==> config.mk <==
export PLATFORM = sky130hd
export DESIGN_NAME = vga_controller
export DESIGN_NICKNAME = d
export VERILOG_FILES = /design/src/rtl/vga_controller.sv
export SDC_FILE = /design/constraint.sdc
export NUM_CORES = 1
export LEC_CHECK = 0
export BUFFER_PORTS_ARGS = -buffer_cell sky130_fd_sc_hd__buf_2
export CAP_MARGIN = 20
export CORE_ASPECT_RATIO = 0.5
export CORE_MARGIN = 2
export CORE_UTILIZATION = 54
export CTS_CLUSTER_SIZE = 25
export DETAILED_ROUTE_END_ITERATION = 8
export PLACE_DENSITY = 0.78
export SYNTH_ARGS = -nofsm -noshare
export SYNTH_HDL_FRONTEND = slang
export SYNTH_SLANG_ARGS = --single-unit
export TNS_END_PERCENT = 20
==> constraint.sdc <==
create_clock -name clk -period 2.7 [get_ports clk]
set_input_delay 0.54 -clock clk [delete_from_list [all_inputs] [get_ports clk]]
set_output_delay 0.54 -clock clk [all_outputs]
set_load 0.01 [all_outputs]
==> src/rtl/vga_controller.sv <==
// 640x480@60 Hz raster timing generator: pixel-enable divider, x/y counters and
// sync/blanking flags decoded from the next raster position so all outputs move together.
module vga_controller #(
  parameter int CLK_DIV   = 4,
  parameter int H_DISPLAY = 640,
  parameter int H_FRONT   = 16,
  parameter int H_SYNC    = 96,
  parameter int H_BACK    = 48,
  parameter int V_DISPLAY = 480,
  parameter int V_FRONT   = 10,
  parameter int V_SYNC    = 2,
  parameter int V_BACK    = 33,
  parameter bit SYNC_POL  = 1'b0
) (
  input  logic       clk,
  input  logic       reset,
  output logic       p_tick,
  output logic [9:0] x,
  output logic [9:0] y,
  output logic       video_on,
  output logic       hsync,
  output logic       vsync,
  output logic       line_tick,
  output logic       frame_tick
);

  localparam int H_TOTAL = H_DISPLAY + H_FRONT + H_SYNC + H_BACK;
  localparam int V_TOTAL = V_DISPLAY + V_FRONT + V_SYNC + V_BACK;
  localparam int DIV_W   = $clog2(CLK_DIV);

  // 11-bit bounds so an edge that lands exactly on 1024 still compares correctly
  localparam logic [10:0] H_VIS_END  = 11'(H_DISPLAY);
  localparam logic [10:0] H_SYNC_BEG = 11'(H_DISPLAY + H_FRONT);
  localparam logic [10:0] H_SYNC_END = 11'(H_DISPLAY + H_FRONT + H_SYNC);
  localparam logic [10:0] V_VIS_END  = 11'(V_DISPLAY);
  localparam logic [10:0] V_SYNC_BEG = 11'(V_DISPLAY + V_FRONT);
  localparam logic [10:0] V_SYNC_END = 11'(V_DISPLAY + V_FRONT + V_SYNC);
  localparam logic [9:0]  X_LAST     = 10'(H_TOTAL - 1);
  localparam logic [9:0]  Y_LAST     = 10'(V_TOTAL - 1);
  localparam logic [DIV_W-1:0] DIV_LAST = DIV_W'(CLK_DIV - 1);

  if (H_TOTAL > 1024 || V_TOTAL > 1024 || CLK_DIV < 2) begin : g_param_check
    $error("vga_controller: H_TOTAL/V_TOTAL must be <= 1024 and CLK_DIV >= 2");
  end

  logic [DIV_W-1:0] div_q, div_d;
  logic [9:0]       x_q, x_d, y_q, y_d;
  logic             adv, x_wrap, y_wrap;
  logic             p_tick_q, line_tick_q, frame_tick_q;
  logic             video_on_q, video_on_d;
  logic             hsync_q, hsync_d, vsync_q, vsync_d;

  always_comb begin
    adv    = (div_q == DIV_LAST);
    div_d  = adv ? '0 : div_q + DIV_W'(1);
    x_wrap = (x_q == X_LAST);
    y_wrap = (y_q == Y_LAST);
    x_d    = x_q;
    y_d    = y_q;
    if (adv) begin
      if (x_wrap) begin
        x_d = '0;
        y_d = y_wrap ? '0 : y_q + 10'd1;
      end else begin
        x_d = x_q + 10'd1;
      end
    end
    video_on_d = ({1'b0, x_d} < H_VIS_END) && ({1'b0, y_d} < V_VIS_END);
    hsync_d    = (({1'b0, x_d} >= H_SYNC_BEG) && ({1'b0, x_d} < H_SYNC_END)) ? SYNC_POL : ~SYNC_POL;
    vsync_d    = (({1'b0, y_d} >= V_SYNC_BEG) && ({1'b0, y_d} < V_SYNC_END)) ? SYNC_POL : ~SYNC_POL;
  end

  always_ff @(posedge clk or posedge reset) begin
    if (reset) begin
      div_q        <= '0;
      x_q          <= '0;
      y_q          <= '0;
      p_tick_q     <= 1'b0;
      line_tick_q  <= 1'b0;
      frame_tick_q <= 1'b0;
      video_on_q   <= 1'b0;
      hsync_q      <= ~SYNC_POL;
      vsync_q      <= ~SYNC_POL;
    end else begin
      div_q        <= div_d;
      x_q          <= x_d;
      y_q          <= y_d;
      p_tick_q     <= adv;
      line_tick_q  <= adv && x_wrap;
      frame_tick_q <= adv && x_wrap && y_wrap;
      video_on_q   <= video_on_d;
      hsync_q      <= hsync_d;
      vsync_q      <= vsync_d;
    end
  end

  assign p_tick     = p_tick_q;
  assign x          = x_q;
  assign y          = y_q;
  assign video_on   = video_on_q;
  assign hsync      = hsync_q;
  assign vsync      = vsync_q;
  assign line_tick  = line_tick_q;
  assign frame_tick = frame_tick_q;

endmodule

### Word-level counts from Yosys, hierarchy flattened

Cells that the tools add are included.
W data, S select, Z words.

| cells by class | value |
|---|---|
| magnitude comparators | 6 |
| add/sub/neg operators | 3 |
| muxes and demuxes | 8 |
| reductions and logical operators | 5 |
| equal/unequal tests | 3 |

Operators by type and width:

| operator | count |
|---|---|
| $mux W10 | 5 |
| $add A10 B1 Y10 const B | 2 |
| $eq A10 B10 Y1 const B | 2 |
| $lt A10 B10 Y1 const B | 2 |
| $lt A10 B9 Y1 const B | 2 |
| $ge A10 B10 Y1 const B | 1 |
| $ge A10 B9 Y1 const B | 1 |
| $logic_and A1 B1 Y1 | 5 |
| $add A2 B1 Y2 const B | 1 |
| $eq A2 B2 Y1 const B | 1 |
| $mux W1 | 2 |
| $mux W2 | 1 |

| word-level totals | value |
|---|---|
| output and inout port bits | 26 |
| input bits | 2 |
| logic and storage cells | 34 |
| register bits | 28 |

### Longest topological paths before layout

| logic depth | value |
|---|---|
| depth in word-level cells | 7 |
| mapped depth | 10 |
| gate-level depth less buffers | 8 |

### Worst setup path before layout

OpenSTA, ideal clock, no wires.

| timing path | value |
|---|---|
| path type | register to register |
| start | reg x_q[0], in the netlist x[0] |
| end | reg vsync_q, in the netlist vsync |
| stages on the path, launching flop included | 8 |
| clock period less this slack | 2.119 ns |
| buffers on the path | 1 |
| arrival time | 2.023 ns |
| slack | 0.581 ns |
| required time | 2.604 ns |
| cells stage by stage | dfrtp_1 ha_1 nand2_1 or4_1 clkbuf_1 or3_4 a221oi_2 o2111ai_1 |

| on the way | value |
|---|---|
| longest elaborated chain between the ends | 6 |

RTL lines:

| element | line | source |
|---|---|---|
| from (decl) | 47 | `logic [9:0] x_q, x_d, y_q, y_d;` |
| from (signal assigned) | 76 | `x_q <= '0;` |
| from (signal assigned) | 86 | `x_q <= x_d;` |
| $eq A10 B10 Y1 * | 56 | `x_wrap = (x_q == X_LAST);` |
| $mux W10 * | 61 | `if (x_wrap) begin` |
| $mux W10 * | 60 | `if (adv) begin` |
| $ge A10 B9 Y1 or $lt A10 B9 Y1 (tied branches) | 70 | `vsync_d = (({1'b0, y_d} >= V_SYNC_BEG) && ({1'b0, y_d} < V_SYNC_END)) ? SYNC_POL : ~SYNC_POL;` |
| $logic_and A1 B1 Y1 * | 70 |  |
| $mux W1 * | 70 |  |
| net vsync_d | 51 | `logic hsync_q, hsync_d, vsync_q, vsync_d;` |
| to (signal assigned) | 83 | `vsync_q <= ~SYNC_POL;` |
| to (signal assigned) | 93 | `vsync_q <= vsync_d;` |
| to (decl) | 51 |  |

The timed path passes the listed nets; every way through them passes the cells marked *.

### Final worst setup path

Ends and elaborated chain as after synthesis.

==> results.toml <==
[grt]
grt_start_max_net_pins = 29
grt_pass1_vias = 1092
grt_pass1_wl_mm = 4.99
overflow = 0
grt_antenna_before_repair = 0
grt_use_total_pct = 21.4

[hold_path]
min_path_type = "primary input to async pin"

[clock_tree]
tritoncts = "done"
cts_buffers = 3
cts_setup_buffers = 0
cts-root-buf = "clkbuf_8"
clock_path_buffers = 2
cts.htree.levels = 1
clk_latency_ns = 0.28
cts_hold_buf = 0
cts-resized-gates = 0
clock-sinks = 28
clkTransAtPathRegs_ns = 0.09

[synth]
synth-compound-area-share_pct = 12.1
synthAdderAreaFrac_pct = 3.41
synth_mux_area_share_pct = 2.13
netlist.area_leader.share_pct = 44.3
netlist_instances = 143
yosysTopAreaCell = "dfrtp_1"
ys_seq_area_share_pct = 47.9
yosys-top-cells-area = "dfrtp_1 (44%), xnor2_1 (5.4%), nand2_1 (3.8%)"
synth_top_family_by_area = "simple AND/OR/NAND/NOR gates"
synth_xor_area_share_pct = 6.56
synth-simple-area-share_pct = 24.6
synth_warnings = 0
synth_area_um2 = 1470
syn_avg_cell_area_um2 = 10.3
synth_fp_nets = 149
yosysUniqueCellTypes = 43
ys_ff_latch = 28

[layout]
final_nets = 181
drive_gt1_share_pct = 26.0
syn_to_final_growth_pct = 16.3
final_cell_mix = "buf_2 (27), dfrtp_1 (26), nand2_1 (15), xnor2_1 (9), inv_1 (8)"
layout_commonest_cell = "buf_2"
n_antenna_cell = 0

[critical_path]
worstSetupStartpointType = "flop"
cp.required_ns = 2.89
slowest_stage = "or4_4"
max_stage_delay_ns = 0.54
crit_type = "flop to flop"
arrival_ns = 2.49
crit_fanout = 14
worstPathCellList = "ha_1, nand2_1, or4_4, inv_1, nand3_1, a221oi_2, o2111ai_1"
end_kind = "flop"

[floorplanning]
initial_utilization_pct = 56.7
die_area_um2 = 3180
die_h_um = 40.9
die_w_um = 77.7
coreArea_um2 = 2590
io_pins = 28
rows = 13

[flow_run]
cap_violations = 0

[power_and_ir_drop]
combPwrFrac_pct = 1.4
clkPwrFrac_pct = 34.2
power.density_nw_per_um2 = 382
ir_drop_v = 0.000171
intPower_mw = 0.521
sequentialPowerShare_pct = 64.3
p_switching_mw = 0.130
swShare_pct = 20.0
leakage_nw = 0.818
finalPower_mw = 0.651

[route]
vias_per_cell = 5.70
drc = 0
ant_nets = 0
wl_per_cell_um = 14.0
num_vias = 1197
firstDrtPassIters = 4
detail_route.iter0.violations = 78
wl_mm = 2.93

[sta]
finalHoldViolCount = 0
rsz0062_at_grt = "no"
finalSetupViolations = 0
drv_slew = 0
relSlewSlack_pct = 60.0
clock.fmax_ghz = 0.436
worstMarginPinSlew_ns = 0.594
timing.final.crit_share_pct = 85.0
setup_tns_ns = 0
fin_worst_skew_ns = 0.00574
period_minus_slack_ns = 2.29

[place]
io_buffers = 27
dpl.hpwl_mm = 2.17
gp_congestion = 0.891

[outcome]
status = "finished clean"
## sequential cells by signal, summed over array words and instances (netlist names)
register    count
p_tick          1
line_tick       1
vsync           1
x              10
hsync           1
div_q           2
video_on        1
y              10
frame_tick      1
## power by group through the flow
stage | logic, mW | clock network (mW) | registers, mW
after floorplan | 0.00619 | 0 | 0.427
after global placement | 0.0101 | 0 | 0.427
after detailed placement | 0.0103 | 0 | 0.427
after CTS | 0.0103 | 0.233 | 0.419
after global routing | 0.0117 | 0.253 | 0.419
final | 0.00934 | 0.223 | 0.419
## logic make-up after synthesis
family	Yosys count
muxes	3
adders and majority gates	4
buffers and inverters	12
AOI/OAI and AO/OA	23
and+or+nand+nor	62
DFF	28
xor gates and xnor gates	11
## synth_stat cells
| cell type | n |
|---|---|
| nor3_1 | 5 |
| clkbuf_1 | 2 |
| o21a_1 | 3 |
| nand4_1 | 7 |
| and2_1 | 2 |
| o31ai_1 | 1 |
| nand3_1 | 7 |
| buf_2 | 2 |
| or4_1 | 2 |
| a2bb2oi_1 | 1 |
| o31a_1 | 1 |
| a211oi_2 | 1 |
| a21boi_0 | 2 |
| xor2_1 | 2 |
| a21o_1 | 2 |
| or3b_2 | 2 |
| ha_1 | 4 |
| dfstp_2 | 2 |
| and3_1 | 4 |
| nor4_2 | 2 |
| xnor2_1 | 9 |
| o21ai_0 | 3 |
| nor2b_1 | 1 |
| nand2_1 | 15 |
| nor4_1 | 4 |
| nand4bb_1 | 1 |
| o2111ai_1 | 1 |
| o32ai_1 | 1 |
| nand4b_1 | 2 |
| or3_4 | 1 |
| o21ai_1 | 1 |
| a221oi_2 | 1 |
| a211oi_1 | 1 |
| or4b_1 | 1 |
| a21oi_1 | 1 |
| dfrtp_1 | 26 |
| mux2i_1 | 2 |
| a31oi_1 | 2 |
| mux2_2 | 1 |
| inv_1 | 8 |
| nor2_1 | 5 |
| o211a_1 | 1 |
| and2_0 | 1 |
## area by class of cell
type | count | area (um^2)
Fill cell | 215 | 880
Multi-Input combinational cell | 103 | 721
Sequential cell | 28 | 703
Timing Repair Buffer | 31 | 165
Tap cell | 37 | 46.3
Clock buffer | 3 | 41.3
Inverter | 8 | 30.0
## final timing paths
path                           from        to  slack [ns]  cells past startpoint
setup / recovery               x[0]     vsync        0.41                      7
hold / removal                reset      y[1]        0.30                      3
setup reg to reg               x[0]     vsync        0.41                      7
hold reg to reg            div_q[0]  div_q[0]        0.44                      1
max in group asynchronous     reset     hsync        2.09                      3
min in group clk           div_q[0]  div_q[0]        0.44                      1
## worst max-delay path: cells and delay by family, from the launching register on
kind            cells  cell delay [ns]
compound gates      2             0.43
buf+inv             1             0.23
simple gates        3             0.83
fa+ha+maj           1             0.27
flops               1             0.44
## per-layer routing
layer	vias to the layer above	routed length (um)	part of all wire (%)	global-route usage, %
met4	0	25	0.85	9.38
met1	585	1470	50	27.1
li1	585	-	-	-
met3	3	119	4.1	5.95
met5	-	0	0	0
met2	24	1310	45	36.0
## through the flow
step | util, % | instance area, um^2 | worst slack [ns] | std cells | hold slack [ns]
finish | 66.0 | 1710 | 0.405 | 210 | 0.299
detailed placement | 64.2 | 1660 | 0.250 | 207 | 0.428
global route | 66.0 | 1710 | 0.206 | 210 | 0.358
floorplan | - | 1470 | 0.581 | 143 | 0.403
CTS | 65.8 | 1700 | 0.230 | 210 | 0.314
global placement | 64.2 | 1660 | 0.379 | 207 | 0.422
Note: power is estimated with default switching activity, not from simulation.
